### src/rtl/vend_pkg.sv
// Shared definitions for the multi-item vending controller.
package vend_pkg;

  typedef enum logic [1:0] {
    IDLE    = 2'd0,
    COLLECT = 2'd1,
    VEND    = 2'd2,
    CHANGE  = 2'd3
  } state_e;

  // Coin values in 0.5-yuan credit units.
  localparam int COIN1_U  = 2;
  localparam int COIN10_U = 20;

endpackage

### src/rtl/vend_edge_det.sv
// Registered-delay edge detector; reports rising or falling edges on each bit.
module vend_edge_det #(
  parameter int           W       = 1,
  parameter logic [W-1:0] RST_VAL = '0,
  parameter bit           FALL    = 1'b0
) (
  input  logic         cp,
  input  logic         rst,
  input  logic [W-1:0] in_i,
  output logic [W-1:0] evt_o
);

  logic [W-1:0] in_q;

  always_ff @(posedge cp or posedge rst) begin
    if (rst) in_q <= RST_VAL;
    else     in_q <= in_i;
  end

  assign evt_o = FALL ? (in_q & ~in_i) : (in_i & ~in_q);

endmodule

### src/rtl/vend_ctrl_multi.sv
// Multi-item vending controller: credit accumulation, per-item stock, change and timeout refund.
// state   | meaning
// IDLE    | waiting for start; restock accepted here only
// COLLECT | accepting coins / selects / cancel, idle timer running
// VEND    | one-cycle vend pulse, stock decrement, change computed
// CHANGE  | one-cycle change pulse, credit cleared
module vend_ctrl_multi
  import vend_pkg::*;
#(
  parameter int                            NUM_ITEMS   = 4,
  parameter int                            CREDIT_W    = 8,
  parameter logic [NUM_ITEMS*CREDIT_W-1:0] PRICES      = {8'd20, 8'd15, 8'd10, 8'd5},
  parameter int                            MAX_CREDIT  = 40,
  parameter int                            STOCK_W     = 4,
  parameter int                            INIT_STOCK  = 3,
  parameter int                            TIMEOUT_CYC = 1000
) (
  input  logic                 cp,
  input  logic                 rst,
  input  logic                 start,
  input  logic                 rmb1,
  input  logic                 rmb10,
  input  logic [NUM_ITEMS-1:0] sel,
  input  logic                 cancel_n,
  input  logic                 restock,
  output logic [CREDIT_W-1:0]  credit_o,
  output logic [CREDIT_W-1:0]  change_o,
  output logic                 change_vld,
  output logic                 vend_vld,
  output logic [2:0]           vend_item,
  output logic [NUM_ITEMS-1:0] sold_out,
  output logic                 err,
  output logic [1:0]           state_o
);

  localparam int CW1 = CREDIT_W + 1;
  localparam int TW  = $clog2(TIMEOUT_CYC + 1);
  localparam logic [TW-1:0] TMAX = TW'(TIMEOUT_CYC - 1);

  logic [1:0]           coin_rise;
  logic [NUM_ITEMS-1:0] sel_rise;
  logic                 start_evt, cancel_evt, restock_evt;

  vend_edge_det #(.W(2)) u_coin_edge (
    .cp(cp), .rst(rst), .in_i({rmb10, rmb1}), .evt_o(coin_rise));
  vend_edge_det #(.W(NUM_ITEMS)) u_sel_edge (
    .cp(cp), .rst(rst), .in_i(sel), .evt_o(sel_rise));
  vend_edge_det #(.W(1)) u_start_edge (
    .cp(cp), .rst(rst), .in_i(start), .evt_o(start_evt));
  vend_edge_det #(.W(1), .RST_VAL(1'b1), .FALL(1'b1)) u_cancel_edge (
    .cp(cp), .rst(rst), .in_i(cancel_n), .evt_o(cancel_evt));
  vend_edge_det #(.W(1)) u_restock_edge (
    .cp(cp), .rst(rst), .in_i(restock), .evt_o(restock_evt));

  state_e              state_q, state_d;
  logic [CREDIT_W-1:0] credit_q, credit_d, change_q, change_d;
  logic [2:0]          item_q, item_d;
  logic [TW-1:0]       timer_q, timer_d;
  logic                err_q, err_d;

  logic [CW1-1:0]      coin_add, credit_sum;
  logic                coin_evt, coin_ok, sel_evt, sel_multi, sel_sold;
  logic [2:0]          sel_idx;
  logic [CREDIT_W-1:0] sel_price, vend_price;

  assign coin_evt   = |coin_rise;
  assign coin_add   = (coin_rise[0] ? CW1'(COIN1_U)  : '0)
                    + (coin_rise[1] ? CW1'(COIN10_U) : '0);
  assign credit_sum = {1'b0, credit_q} + coin_add;
  assign coin_ok    = (credit_sum <= CW1'(MAX_CREDIT));
  assign sel_evt    = |sel_rise;
  assign sel_multi  = |(sel_rise & (sel_rise - NUM_ITEMS'(1)));

  always_comb begin
    sel_idx    = '0;
    sel_price  = '0;
    sel_sold   = 1'b0;
    vend_price = '0;
    for (int i = 0; i < NUM_ITEMS; i++) begin
      if (sel_rise[i]) begin
        sel_idx   = 3'(i);
        sel_price = PRICES[i*CREDIT_W +: CREDIT_W];
        sel_sold  = sold_out[i];
      end
      if (item_q == 3'(i)) vend_price = PRICES[i*CREDIT_W +: CREDIT_W];
    end
  end

  generate
    for (genvar g = 0; g < NUM_ITEMS; g++) begin : g_item
      logic [STOCK_W-1:0] stock_q;
      always_ff @(posedge cp or posedge rst) begin
        if (rst)                                   stock_q <= STOCK_W'(INIT_STOCK);
        else if (restock_evt && state_q == IDLE)   stock_q <= STOCK_W'(INIT_STOCK);
        else if (state_q == VEND && item_q == 3'(g) && stock_q != '0)
                                                   stock_q <= stock_q - STOCK_W'(1);
      end
      assign sold_out[g] = (stock_q == '0);
    end
  endgenerate

  always_ff @(posedge cp or posedge rst) begin
    if (rst) state_q <= IDLE;
    else     state_q <= state_d;
  end

  always_comb begin
    state_d  = state_q;
    credit_d = credit_q;
    change_d = change_q;
    item_d   = item_q;
    timer_d  = timer_q;
    err_d    = 1'b0;
    unique case (state_q)
      IDLE: if (start_evt) begin
        state_d  = COLLECT;
        credit_d = '0;
        timer_d  = TMAX;
      end
      COLLECT: begin
        if (cancel_evt) begin
          // A coin landing with the cancel is physically in the machine: refund it too.
          state_d  = CHANGE;
          change_d = credit_sum[CREDIT_W-1:0];
          credit_d = '0;
        end else begin
          if (coin_evt) begin
            if (coin_ok) credit_d = credit_sum[CREDIT_W-1:0];
            else         err_d    = 1'b1;
          end
          if (sel_evt) begin
            if (sel_multi || sel_sold || sel_price > credit_d) err_d = 1'b1;
            else begin
              item_d  = sel_idx;
              state_d = VEND;
            end
          end
          if (coin_evt || sel_evt) timer_d = TMAX;
          else if (timer_q == '0) begin
            state_d  = CHANGE;
            change_d = credit_q;
            credit_d = '0;
          end else timer_d = timer_q - TW'(1);
        end
      end
      VEND: begin
        state_d  = CHANGE;
        change_d = credit_q - vend_price;
        credit_d = '0;
      end
      CHANGE:  state_d = IDLE;
      default: state_d = IDLE;
    endcase
  end

  always_ff @(posedge cp or posedge rst) begin
    if (rst) begin
      credit_q <= '0;
      change_q <= '0;
      item_q   <= '0;
      timer_q  <= '0;
      err_q    <= 1'b0;
    end else begin
      credit_q <= credit_d;
      change_q <= change_d;
      item_q   <= item_d;
      timer_q  <= timer_d;
      err_q    <= err_d;
    end
  end

  always_comb begin
    state_o    = state_q;
    credit_o   = credit_q;
    change_o   = change_q;
    vend_item  = item_q;
    err        = err_q;
    vend_vld   = (state_q == VEND);
    change_vld = (state_q == CHANGE);
  end

endmodule
### config.mk
export PLATFORM = sky130hd
export DESIGN_NAME = vend_ctrl_multi
export DESIGN_NICKNAME = d
export VERILOG_FILES = /design/src/rtl/vend_pkg.sv /design/src/rtl/vend_edge_det.sv /design/src/rtl/vend_ctrl_multi.sv
export SDC_FILE = /design/constraint.sdc
export NUM_CORES = 1
export LEC_CHECK = 0
export CAP_MARGIN = 30
export CORE_MARGIN = 2
export CORE_UTILIZATION = 54
export CTS_BUF_LIST = sky130_fd_sc_hd__clkbuf_16
export CTS_CLUSTER_DIAMETER = 200
export DETAILED_ROUTE_END_ITERATION = 8
export PLACE_DENSITY = 0.83
export SLEW_MARGIN = 0
export SYNTH_ARGS = -nofsm -noshare
export SYNTH_HDL_FRONTEND = slang
export SYNTH_HIERARCHICAL = 1
export SYNTH_SLANG_ARGS = --single-unit
### constraint.sdc
create_clock -name cp -period 3.86 [get_ports cp]
set_clock_uncertainty 0.2 [all_clocks]
set_input_delay 0.772 -clock cp [delete_from_list [all_inputs] [get_ports cp]]
set_output_delay 0.772 -clock cp [all_outputs]
set_load 0.02 [all_outputs]
# Word level (Yosys, flattened, before mapping)
# Index checks and enable logic that the tools add are counted.
# totals
register_bits	57
in_bits	11
out_inout_bits	28
wordCells	143
# op_classes
n_addsub	9
n_lt_le_gt_ge	2
n_eq_ne	11
n_mux	56
bitwise_logic	13
reduce_logical	37
# ops
op	count
8-bit 2-to-1 mux	17
10-bit 2-to-1 mux	4
4-bit 2-to-1 mux	8
8-bit one-hot mux with 3 select lines	1
10-bit one-hot mux with 2 select lines	1
4-bit by 1-bit subtractor with 4-bit output, second input constant	5
4-bit zero test	4
8-bit one-hot mux with 2 select lines	1
4-bit nonzero test	4
2-bit 2-to-1 mux	7
3-bit 2-to-1 mux	4
2-bit nonzero test	6
1-bit 2-to-1 mux	11
10-bit zero test	1
10-bit by 1-bit subtractor with 10-bit output, second input constant	1
8-bit by 6-bit adder with 9-bit output	1
9-bit by 6-bit less-or-equal comparator with 1-bit output, second input constant	1
1-bit logical AND	9
3-bit != test, second input constant	3
4-bit AND	2
8-bit > comparator	1
2-bit one-hot mux with 4 select lines	1
4-bit AND reduction	2
4-bit OR reduction	2
20 further kinds	31

# Logic depth before layout (Yosys ltp)
# Gate-level depths: netlist of the first run.
# depth
word_depth	18
mapped_depth	15
mapped_depth_nobuf	15

# Cells and area by module
# Netlist of the first run, hierarchy kept.
# modules_own_cells
mod	instances	cells_per_inst	area_each_um2	seq_area_each_um2
vend_ctrl_multi	1	360	3263.1	1161.1
vend_edge_det (u_sel_edge)	1	9	158.9	100.1
vend_edge_det (u_restock_edge ...)	2	3	42.5	25.0
vend_edge_det (u_coin_edge)	1	5	81.3	50.0
vend_edge_det (u_cancel_edge)	1	3	43.8	26.3

# Worst setup path after synthesis of the first run
# OpenSTA, ideal clock, no wires.
# synth_path
kind	input port to flip-flop
from	input rmb1
to	register state_q[1] (netlist: state_o[1])
setup_time_ns	0.124
arrival_time_ns	3.598
required_ns	3.536
setup_slack_ns	-0.062
path_stages	15
n_path_buf	0
cell_sequence	nor2b_4 > ha_1 > fa_1 > a31oi_4 > nand4_1 > a21oi_2 > nand2_2 > mux2i_1 > ha_1 > o2111ai_1 > nand3_1 > o211ai_1 > a31oi_2 > nor3_2 > o31a_1
# synth_via
elab_chain_len	17
word_cells_on_any_way	19
cone_classes	add/sub (2); order compare (2); mux (11); bitwise (1); reduce/logical (3)
# synth_lines
item	line	text
start: declaration	vend_ctrl_multi.sv:21	input logic rmb1,
2-bit AND *	vend_edge_det.sv:20	assign evt_o = FALL ? (in_q & ~in_i) : (in_i & ~in_q);
2-bit 2-to-1 mux	vend_ctrl_multi.sv:67	assign coin_add = (coin_rise[0] ? CW1'(COIN1_U) : '0)
2-bit by 5-bit adder with 6-bit output	vend_ctrl_multi.sv:68	+ (coin_rise[1] ? CW1'(COIN10_U) : '0);
8-bit by 6-bit adder with 9-bit output	vend_ctrl_multi.sv:69	assign credit_sum = {1'b0, credit_q} + coin_add;
9-bit by 6-bit less-or-equal comparator with 1-bit output	vend_ctrl_multi.sv:70	assign coin_ok = (credit_sum <= CW1'(MAX_CREDIT));
8-bit 2-to-1 mux	vend_ctrl_multi.sv:128	if (coin_ok) credit_d = credit_sum[CREDIT_W-1:0];
8-bit 2-to-1 mux	vend_ctrl_multi.sv:127	if (coin_evt) begin
8-bit 2-to-1 mux	vend_ctrl_multi.sv:121	if (cancel_evt) begin
8-bit 2-to-1 mux	vend_ctrl_multi.sv:114	unique case (state_q)
8-bit > comparator	vend_ctrl_multi.sv:132	if (sel_multi || sel_sold || sel_price > credit_d) err_d = 1'b1;
1-bit logical OR	vend_ctrl_multi.sv:132	
2-bit 2-to-1 mux	vend_ctrl_multi.sv:132	
2-bit 2-to-1 mux	vend_ctrl_multi.sv:131	if (sel_evt) begin
2-bit 2-to-1 mux	vend_ctrl_multi.sv:139	else if (timer_q == '0) begin
2-bit 2-to-1 mux *	vend_ctrl_multi.sv:138	if (coin_evt || sel_evt) timer_d = TMAX;
2-bit 2-to-1 mux *	vend_ctrl_multi.sv:121	
2-bit one-hot mux with 4 select lines *	vend_ctrl_multi.sv:114	
end signal: assignment	vend_ctrl_multi.sv:104	else state_q <= state_d;
end: declaration	vend_ctrl_multi.sv:55	state_e state_q, state_d;
# Mark *: on every way between the ends. The rest lies on a longest branch, timed or not. The select of a mux whose other input is x is not followed.
# A chain may end at the register's enable or synchronous reset.

# Final worst setup path of the first run
# layout_path
from	input rmb1
to	register item_q[0] (netlist: vend_item[0])
# layout_via
elab_chain_len	13
word_cells_on_any_way	14
cone_classes	add/sub (2); order compare (2); mux (5); bitwise (2); reduce/logical (3)
# layout_lines
item	line	text
2-bit AND *	vend_edge_det.sv:20	
named net coin_rise[0]	vend_ctrl_multi.sv:40	logic [1:0] coin_rise;
2-bit 2-to-1 mux	vend_ctrl_multi.sv:67	
2-bit by 5-bit adder with 6-bit output	vend_ctrl_multi.sv:68	
8-bit by 6-bit adder with 9-bit output	vend_ctrl_multi.sv:69	
9-bit by 6-bit less-or-equal comparator with 1-bit output	vend_ctrl_multi.sv:70	
8-bit 2-to-1 mux	vend_ctrl_multi.sv:128	
8-bit 2-to-1 mux *	vend_ctrl_multi.sv:127	
8-bit 2-to-1 mux *	vend_ctrl_multi.sv:121	
8-bit 2-to-1 mux *	vend_ctrl_multi.sv:114	
8-bit > comparator *	vend_ctrl_multi.sv:132	
1-bit logical OR *	vend_ctrl_multi.sv:132	
1-bit inverter (no source line) *	--	
4-bit AND reduction (no source line) *	--	
end signal: assignment	vend_ctrl_multi.sv:166	item_q <= item_d;
end: declaration	vend_ctrl_multi.sv:57	logic [2:0] item_q, item_d;
# Mark *: on every way through the listed nets, which the timed path passes. The rest lies on a longest branch. The select of a mux whose other input is x is not followed.

==> results of run 1 <==
## worst max-delay path, stage by stage
cell	delay (ps)
buf_6	90
nor2b_4	120
ha_4	160
fa_2	380
a31oi_4	210
nand4_1	180
a21oi_2	260
nand2_2	130
mux2i_1	140
ha_1	380
o2111ai_2	120
nand3_1	130
o211ai_1	130
a31oi_2	250
buf_4	180
nor4_4	40
a2bb2oi_2	150
## state kept, by name, indices dropped and copies added (netlist names)
signal,cells
timer_q,10
vend_item,2
u_start_edge/in_q,1
g_item.stock_q,16
change_o,8
state_o,2
u_restock_edge/in_q,1
u_coin_edge/in_q,2
err,1
credit_o,7
u_sel_edge/in_q,4
u_cancel_edge/in_q,1
## layout make-up
type,instances,area share (%)
inverters,31,2.59
clock inverters,3,0.945
well taps,77,2.14
clock buffers,5,2.78
repair buffers,66,13.0
flip-flops and latches,55,30.8
multi-input cells,286,47.7
## cells in the mapped netlist, drive strengths merged (4+ instances only)
cell and number:
dfrtp 46, nor2 32, inv 31, nand2 30, a21oi 25, ha 25
o21ai 18, xnor2 18, nor2b 15, nand3 12, a31oi 11, nor4 10
dfstp 9, nand2b 8, nand4 8, buf 6, clkbuf 6, mux2i 6
nor3 6, o211ai 6, a21o 5, xor2 5, a22o 4, o31ai 4
## layout by cell type (no fill, tap or decap), types with 6 or more instances in the layout
master,netlist,layout
xnor2_1,18,18
nor2_1,32,32
nand2b_1,8,8
dfstp_2,9,9
buf_4,3,30
nand4_1,7,7
ha_1,25,23
nor2b_1,6,6
nand3_1,11,11
nor2b_4,9,9
dfrtp_1,46,46
inv_1,31,32
o211ai_1,6,6
o21ai_1,11,11
nand2_1,28,28
a21oi_1,23,21
nor4_1,8,7
clkdlybuf4s50_1,0,34
a31oi_1,9,9
mux2i_1,6,6
## metal layers
layer	global-route usage, %	vias up
met5	0	-
met2	40.6	107
li1	-	1473
met1	34.1	1480
met4	9.38	0
met3	4.14	16
## report_power, final
part           switching [mW]  total (mW)  internal (mW)
Sequential              0.119       0.827          0.708
Combinational           0.733        1.28          0.543
Clock                   0.218       0.524          0.307
## logic make-up after synthesis
family                     count (synthesis)  synth area share (%)
AOI/OAI and AO/OA                         91                  17.2
xor gates and xnor gates                  23                  5.55
adders and majority gates                 27                  9.71
buffers and inverters                     43                  4.86
DFF                                       55                  38.2
muxes                                      7                  1.96
other                                      1                 0.103
and+or+nand+nor                          136                  22.5
## how the worst min path moves through the flow
stage,startpoint,to,slack (ps),cells after the start
5_1_grt,timer_q[6]$_DFFE_PP0P_,timer_q[6]$_DFFE_PP0P_,310,1
3_5_place_dp,change_o[7]$_DFFE_PP0P_,change_o[7]$_DFFE_PP0P_,280,2
6_report,timer_q[6]$_DFFE_PP0P_,timer_q[6]$_DFFE_PP0P_,300,1
3_3_place_gp,timer_q[6]$_DFFE_PP0P_,timer_q[6]$_DFFE_PP0P_,270,1
4_1_cts,timer_q[6]$_DFFE_PP0P_,timer_q[6]$_DFFE_PP0P_,290,1
2_1_floorplan,timer_q[6]$_DFFE_PP0P_,timer_q[6]$_DFFE_PP0P_,250,1
## metrics by stage
stage	TNS [ps]	util (%)	instance area [sq um]	cells	setup WS, ps
6_report	-15.9	70.1	4500	523	-11.7
5_1_grt	-699	70.1	4500	523	-163
4_1_cts	0	69.9	4490	522	14.6
3_5_place_dp	-2570	65.4	4200	507	-578
3_3_place_gp	-1720	65.4	4200	507	-407
2_1_floorplan	0	-	3640	384	18.7
## what timing repair did
| item | CTS | global route |
|---|---|---|
| pin swaps | 12 | 8 |
| endpoints found under the setup margin | 5 | 5 |
| gates resized for setup | 17 | 1 |
| hold buffers | 0 | 0 |
| cloned | 0 | 0 |
| setup buffers | 7 | 1 |
==> results.py, run 1 <==
metrics = {
    "worst_setup_path": {
        "startpoint": "rmb1",
        "worstRegToRegCells": 15,
        "cp-endpoint": "vend_item[0]$_DFFE_PP0P_",
        "required_ps": 3840,
        "timing.rr.end": "vend_item[0]$_DFFE_PP0P_",
        "critPathArrivalTime_ps": 3850,
        "crit_path_end_kind": "flip-flop",
        "critical_path_class": "primary input to flip-flop",
        "critPathMaxFanout": 4,
        "worst_setup_path_start_kind": "primary input",
        "r2r-start": "credit_o[1]$_DFFE_PP0P_",
        "ff2ff_setup_slack_ps": 80,
    },
    "sta": {
        "final-setup-viol-count": 2,
        "finalHoldViolCount": 0,
        "fmax_mhz": 258,
        "min_period_ps": 3870,
        "tightestPinTransition_ps": 518,
        "slew_headroom_pct": 65.1,
        "period_share_pct": 100,
        "timing.hold.ws_ps": 295,
        "setup_ws_ps": -11.7,
        "finalMaxSlewViolations": 0,
        "rsz0062_at_grt": "yes",
    },
    "outcome": {
        "violations": "setup timing",
        "status": "complete, but fails checks",
    },
    "clock_tree": {
        "cts_tree": "built",
        "clkLatencyLatePin_ps": 300,
        "path_clk_slew_ps": 70,
        "cts.sinks": 55,
        "clockBufferDepth": 2,
        "ctsHtreeMaxLevel": 2,
        "cts_root_buffer": "clkbuf_16",
        "numCtsBuffers": 5,
    },
    "min_path": {
        "min_path_type": "flip-flop to flip-flop",
    },
    "floorplan": {
        "core_area_sq_um": 6420,
        "start_util_pct": 56.6,
        "rows": 29,
        "die_x_um": 86.0,
        "die_y_um": 86.0,
        "io_pins": 39,
        "dieArea_sq_um": 7400,
    },
    "synth": {
        "postSynthRegisterBits": 55,
        "synth_cell_types": 59,
        "synthesis.instances": 383,
        "ys_warn_count": 6,
        "ys.flop_type": "dfrtp_1",
        "ys_seq_area_share_pct": 38.2,
        "synth-edff-count": 0,
        "ys_async_sr_fraction_pct": 100,
        "syn-cell-area_sq_um": 3630,
        "syn_avg_cell_area_sq_um": 9.48,
        "synth_top_area_cell": "dfrtp_1",
        "synth_area_leaders": "dfrtp_1, ha_1, dfstp_2, xnor2_1, nor2b_4",
        "synth_top_area_share_pct": 31.7,
    },
    "layout": {
        "fillCellCount": 464,
        "areaGrowthSynthToFinish_pct": 23.9,
        "antenna_cells": 0,
        "fin_nets": 483,
        "drive_gt1_share_pct": 18.6,
        "regArea_sq_um": 1390,
        "multiInputGateArea_sq_um": 2150,
    },
    "route": {
        "dr_total_vias": 3076,
        "top_layer_used": "met4",
        "drt-initial-drc-count": 221,
        "drc": 0,
        "antenna_left": 0,
        "drt_first_pass_iters": 5,
        "totalWireLength_um": 8850,
        "dr_wl_met3_um": 467,
        "via_per_inst": 5.88,
        "wl_met2_um": 4190,
        "post_drt_wl_per_cell_um": 16.9,
        "met1Wirelength_um": 4000,
    },
    "placed_design": {
        "port_buffers": 36,
        "routabilityCongestion": 0.935,
        "dp_hpwl_um": 6250,
    },
    "grt": {
        "grt_pass1_wl_um": 14700,
        "antenna_found_initial": 0,
        "grtUsageTotal_pct": 25.1,
        "grt_max_degree": 25,
        "grt_pass1_vias": 3040,
        "grt-ovfl-total": 0,
    },
    "power_and_ir_drop": {
        "powerDensity_nw_per_um2": 584,
        "p_total_mw": 2.63,
        "peakVddDrop_v": 0.000371,
        "p_leak_nw": 2.05,
    },
    "job": {
        "drv_cap": 0,
    },
}
(Power assumes the default switching activity.)
==> run 2, diff against run 1 <==
--- a/config.mk
+++ b/config.mk
@@ -6,6 +6,7 @@
 export NUM_CORES = 1
 export LEC_CHECK = 0
 export CAP_MARGIN = 30
+export CORE_ASPECT_RATIO = 0.7
 export CORE_MARGIN = 2
 export CORE_UTILIZATION = 54
 export CTS_BUF_LIST = sky130_fd_sc_hd__clkbuf_16
==> results.py, run 2 (same netlist as run 1, synthesis figures left out) <==
metrics = {
    "outcome": {
        "status": "finished clean",
    },
    "worst_setup_path": {
        "cp_slowest_cell": "fa_2",
        "path_cells": "buf_6 -> nor2b_4 -> ha_4 -> fa_2 -> a31oi_4 -> nand4_1 -> a21oi_2 -> nand3_2 -> xnor2_1 -> ha_1 -> o2111ai_2 -> nand3_1 -> o211ai_1 -> a31oi_4 -> nor3_4 -> o31a_1",
        "cp-endpoint": "state_o[1]$_DFFE_PP0P_",
        "startpoint": "rmb1",
        "crit_path_end_kind": "flip-flop",
        "worstRegToRegCells": 14,
        "required_ps": 3830,
        "timing.rr.end": "state_o[1]$_DFFE_PP0P_",
        "r2r-start": "credit_o[1]$_DFFE_PP0P_",
        "critPathArrivalTime_ps": 3830,
        "slowest_delay_ps": 370,
        "critPathMaxFanout": 4,
        "critical_path_class": "primary input to flip-flop",
        "worst_setup_path_start_kind": "primary input",
        "cp_common_cell": "a31oi_4",
        "ff2ff_setup_slack_ps": 220,
    },
    "layout": {
        "antenna_cells": 0,
        "largest_reg_flops": 16,
        "top_register": "g_item.stock_q",
        "final_cell_mix": "dfrtp_1, clkdlybuf4s50_1, nor2_1, buf_4, inv_1",
        "drive_gt1_share_pct": 19.6,
        "final_common_cell": "dfrtp_1",
        "areaGrowthSynthToFinish_pct": 25.2,
        "fin_nets": 485,
    },
    "sta": {
        "finalHoldViolCount": 0,
        "period_share_pct": 99.8,
        "slew_headroom_pct": 55.4,
        "rsz0062_at_grt": "yes",
        "tightestPinTransition_ps": 663,
        "setup_ws_ps": 7.62,
        "min_period_ps": 3850,
        "fmax_mhz": 260,
        "finalMaxSlewViolations": 0,
        "tns_ps": 0,
        "final-setup-viol-count": 0,
    },
    "job": {
        "drv_cap": 0,
    },
    "grt": {
        "grt_pass1_vias": 2955,
        "met1_usage_pct": 39.5,
        "antenna_found_initial": 0,
        "grt_max_degree": 43,
        "grt_pass1_wl_um": 15000,
        "grt-busiest-layer": "met1",
        "grt-ovfl-total": 0,
        "met3_usage_pct": 5.36,
        "use_met2_pct": 39.4,
        "grtUsageTotal_pct": 26.2,
    },
    "power_and_ir_drop": {
        "switching_share_pct": 42.1,
        "switchingPower_mw": 1.09,
        "pwr-share-clk_pct": 17.3,
        "p_leak_nw": 2.03,
        "intPower_mw": 1.50,
        "powerDensity_nw_per_um2": 570,
        "seqPwrFrac_pct": 31.8,
        "peakVddDrop_v": 0.000349,
        "pwr-share-comb_pct": 50.9,
    },
    "clock_tree": {
        "cts.sinks": 55,
        "cts_root_buffer": "clkbuf_16",
        "clockBufferDepth": 2,
        "path_clk_slew_ps": 70,
        "numCtsBuffers": 5,
        "ctsHtreeMaxLevel": 2,
        "cts_tree": "built",
        "clkLatencyLatePin_ps": 290,
    },
    "route": {
        "drt_first_pass_iters": 5,
        "post_drt_wl_per_cell_um": 17.6,
        "totalWireLength_um": 9510,
        "via_per_inst": 5.94,
        "drt-initial-drc-count": 291,
        "antenna_left": 0,
        "drc": 0,
        "dr_total_vias": 3204,
    },
    "placed_design": {
        "dp_hpwl_um": 6850,
        "port_buffers": 36,
        "place_ws_ps": -617,
        "routabilityCongestion": 0.927,
    },
    "min_path": {
        "min_path_type": "flip-flop to flip-flop",
    },
    "floorplan": {
        "start_util_pct": 57.1,
        "io_pins": 39,
        "die_y_um": 72.6,
        "rows": 24,
        "dieArea_sq_um": 7410,
        "die_x_um": 102,
        "core_area_sq_um": 6370,
    },
}
## run 2: changes by cell type in the layout (fill, tap and decap cells not counted), sizes merged, moves of 2 or more
cell,previous run,this run
inv,33,30
buf,31,33
clkinv,0,2
clkinvlp,0,2
## run 2: routing by layer
layer	share of wire, %	routed length (um)
met1	46	4400
met2	44	4160
met3	8.5	807
met4	1.4	136
met5	0	0
## run 2: area by class of cell
type,instances,area (sq um)
multi-input cells,286,2180
fillers,472,1820
flip-flops and latches,55,1390
repair buffers,68,606
clock buffers,5,125
inverters,31,116
well taps,91,114
clock inverters,3,20.0
## run 2: power groups by stage
stage	Combinational (mW)	Sequential, mW	Clock, mW
2_1_floorplan	0.785	0.868	0
3_3_place_gp	1.19	0.822	0
3_5_place_dp	1.23	0.826	0
4_1_cts	1.26	0.821	0.458
5_1_grt	1.43	0.841	0.484
6_report	1.32	0.823	0.448
## run 2: critical path, delay by kind of cell
kind	cells	cell delay (ps)
AOI/OAI and AO/OA	6	1330
xor gates and xnor gates	1	170
adders and majority gates	3	870
buffers and inverters	1	90
and+or+nand+nor	5	610
## run 2: how the worst min path moves through the flow
stage / end / depth (start not counted) / startpoint / slack (ps)
finish: change_o[3]$_DFFE_PP0P_ / 2 / change_o[3]$_DFFE_PP0P_ / 280
global route: timer_q[6]$_DFFE_PP0P_ / 1 / timer_q[6]$_DFFE_PP0P_ / 300
CTS: timer_q[6]$_DFFE_PP0P_ / 1 / timer_q[6]$_DFFE_PP0P_ / 290
detailed placement: change_o[3]$_DFFE_PP0P_ / 2 / change_o[3]$_DFFE_PP0P_ / 270
global placement: change_o[5]$_DFFE_PP0P_ / 2 / change_o[5]$_DFFE_PP0P_ / 270
floorplan: timer_q[6]$_DFFE_PP0P_ / 1 / timer_q[6]$_DFFE_PP0P_ / 250
## run 2: what timing repair did
item / CTS / global route
gates resized for setup: 15 / 9
endpoints found under the hold margin: 0 / 0
hold buffers: 0 / 0
pin swaps: 14 / 12
buffers inserted: 6 / 2
endpoints found under the setup margin: 5 / 5
## run 2: per-stage QoR
step	cells	total power, mW	instance area [sq um]	hold WS [ps]	utilization [%]
CTS	537	2.54	4480	288	70.4
global placement	523	2.01	4230	269	66.5
floorplan	384	1.65	3640	250	-
detailed placement	523	2.06	4230	275	66.5
global route	539	2.75	4550	300	71.4
finish	539	2.59	4550	282	71.4
==> run 3, diff against run 2 <==
--- a/config.mk
+++ b/config.mk
@@ -13,7 +13,7 @@
 export CTS_CLUSTER_DIAMETER = 200
 export DETAILED_ROUTE_END_ITERATION = 8
 export PLACE_DENSITY = 0.83
-export SLEW_MARGIN = 0
+export SLEW_MARGIN = 20
 export SYNTH_ARGS = -nofsm -noshare
 export SYNTH_HDL_FRONTEND = slang
 export SYNTH_HIERARCHICAL = 1
==> results of run 3 <==
The final DEF is identical to that of run 2; final timing and power are the same.
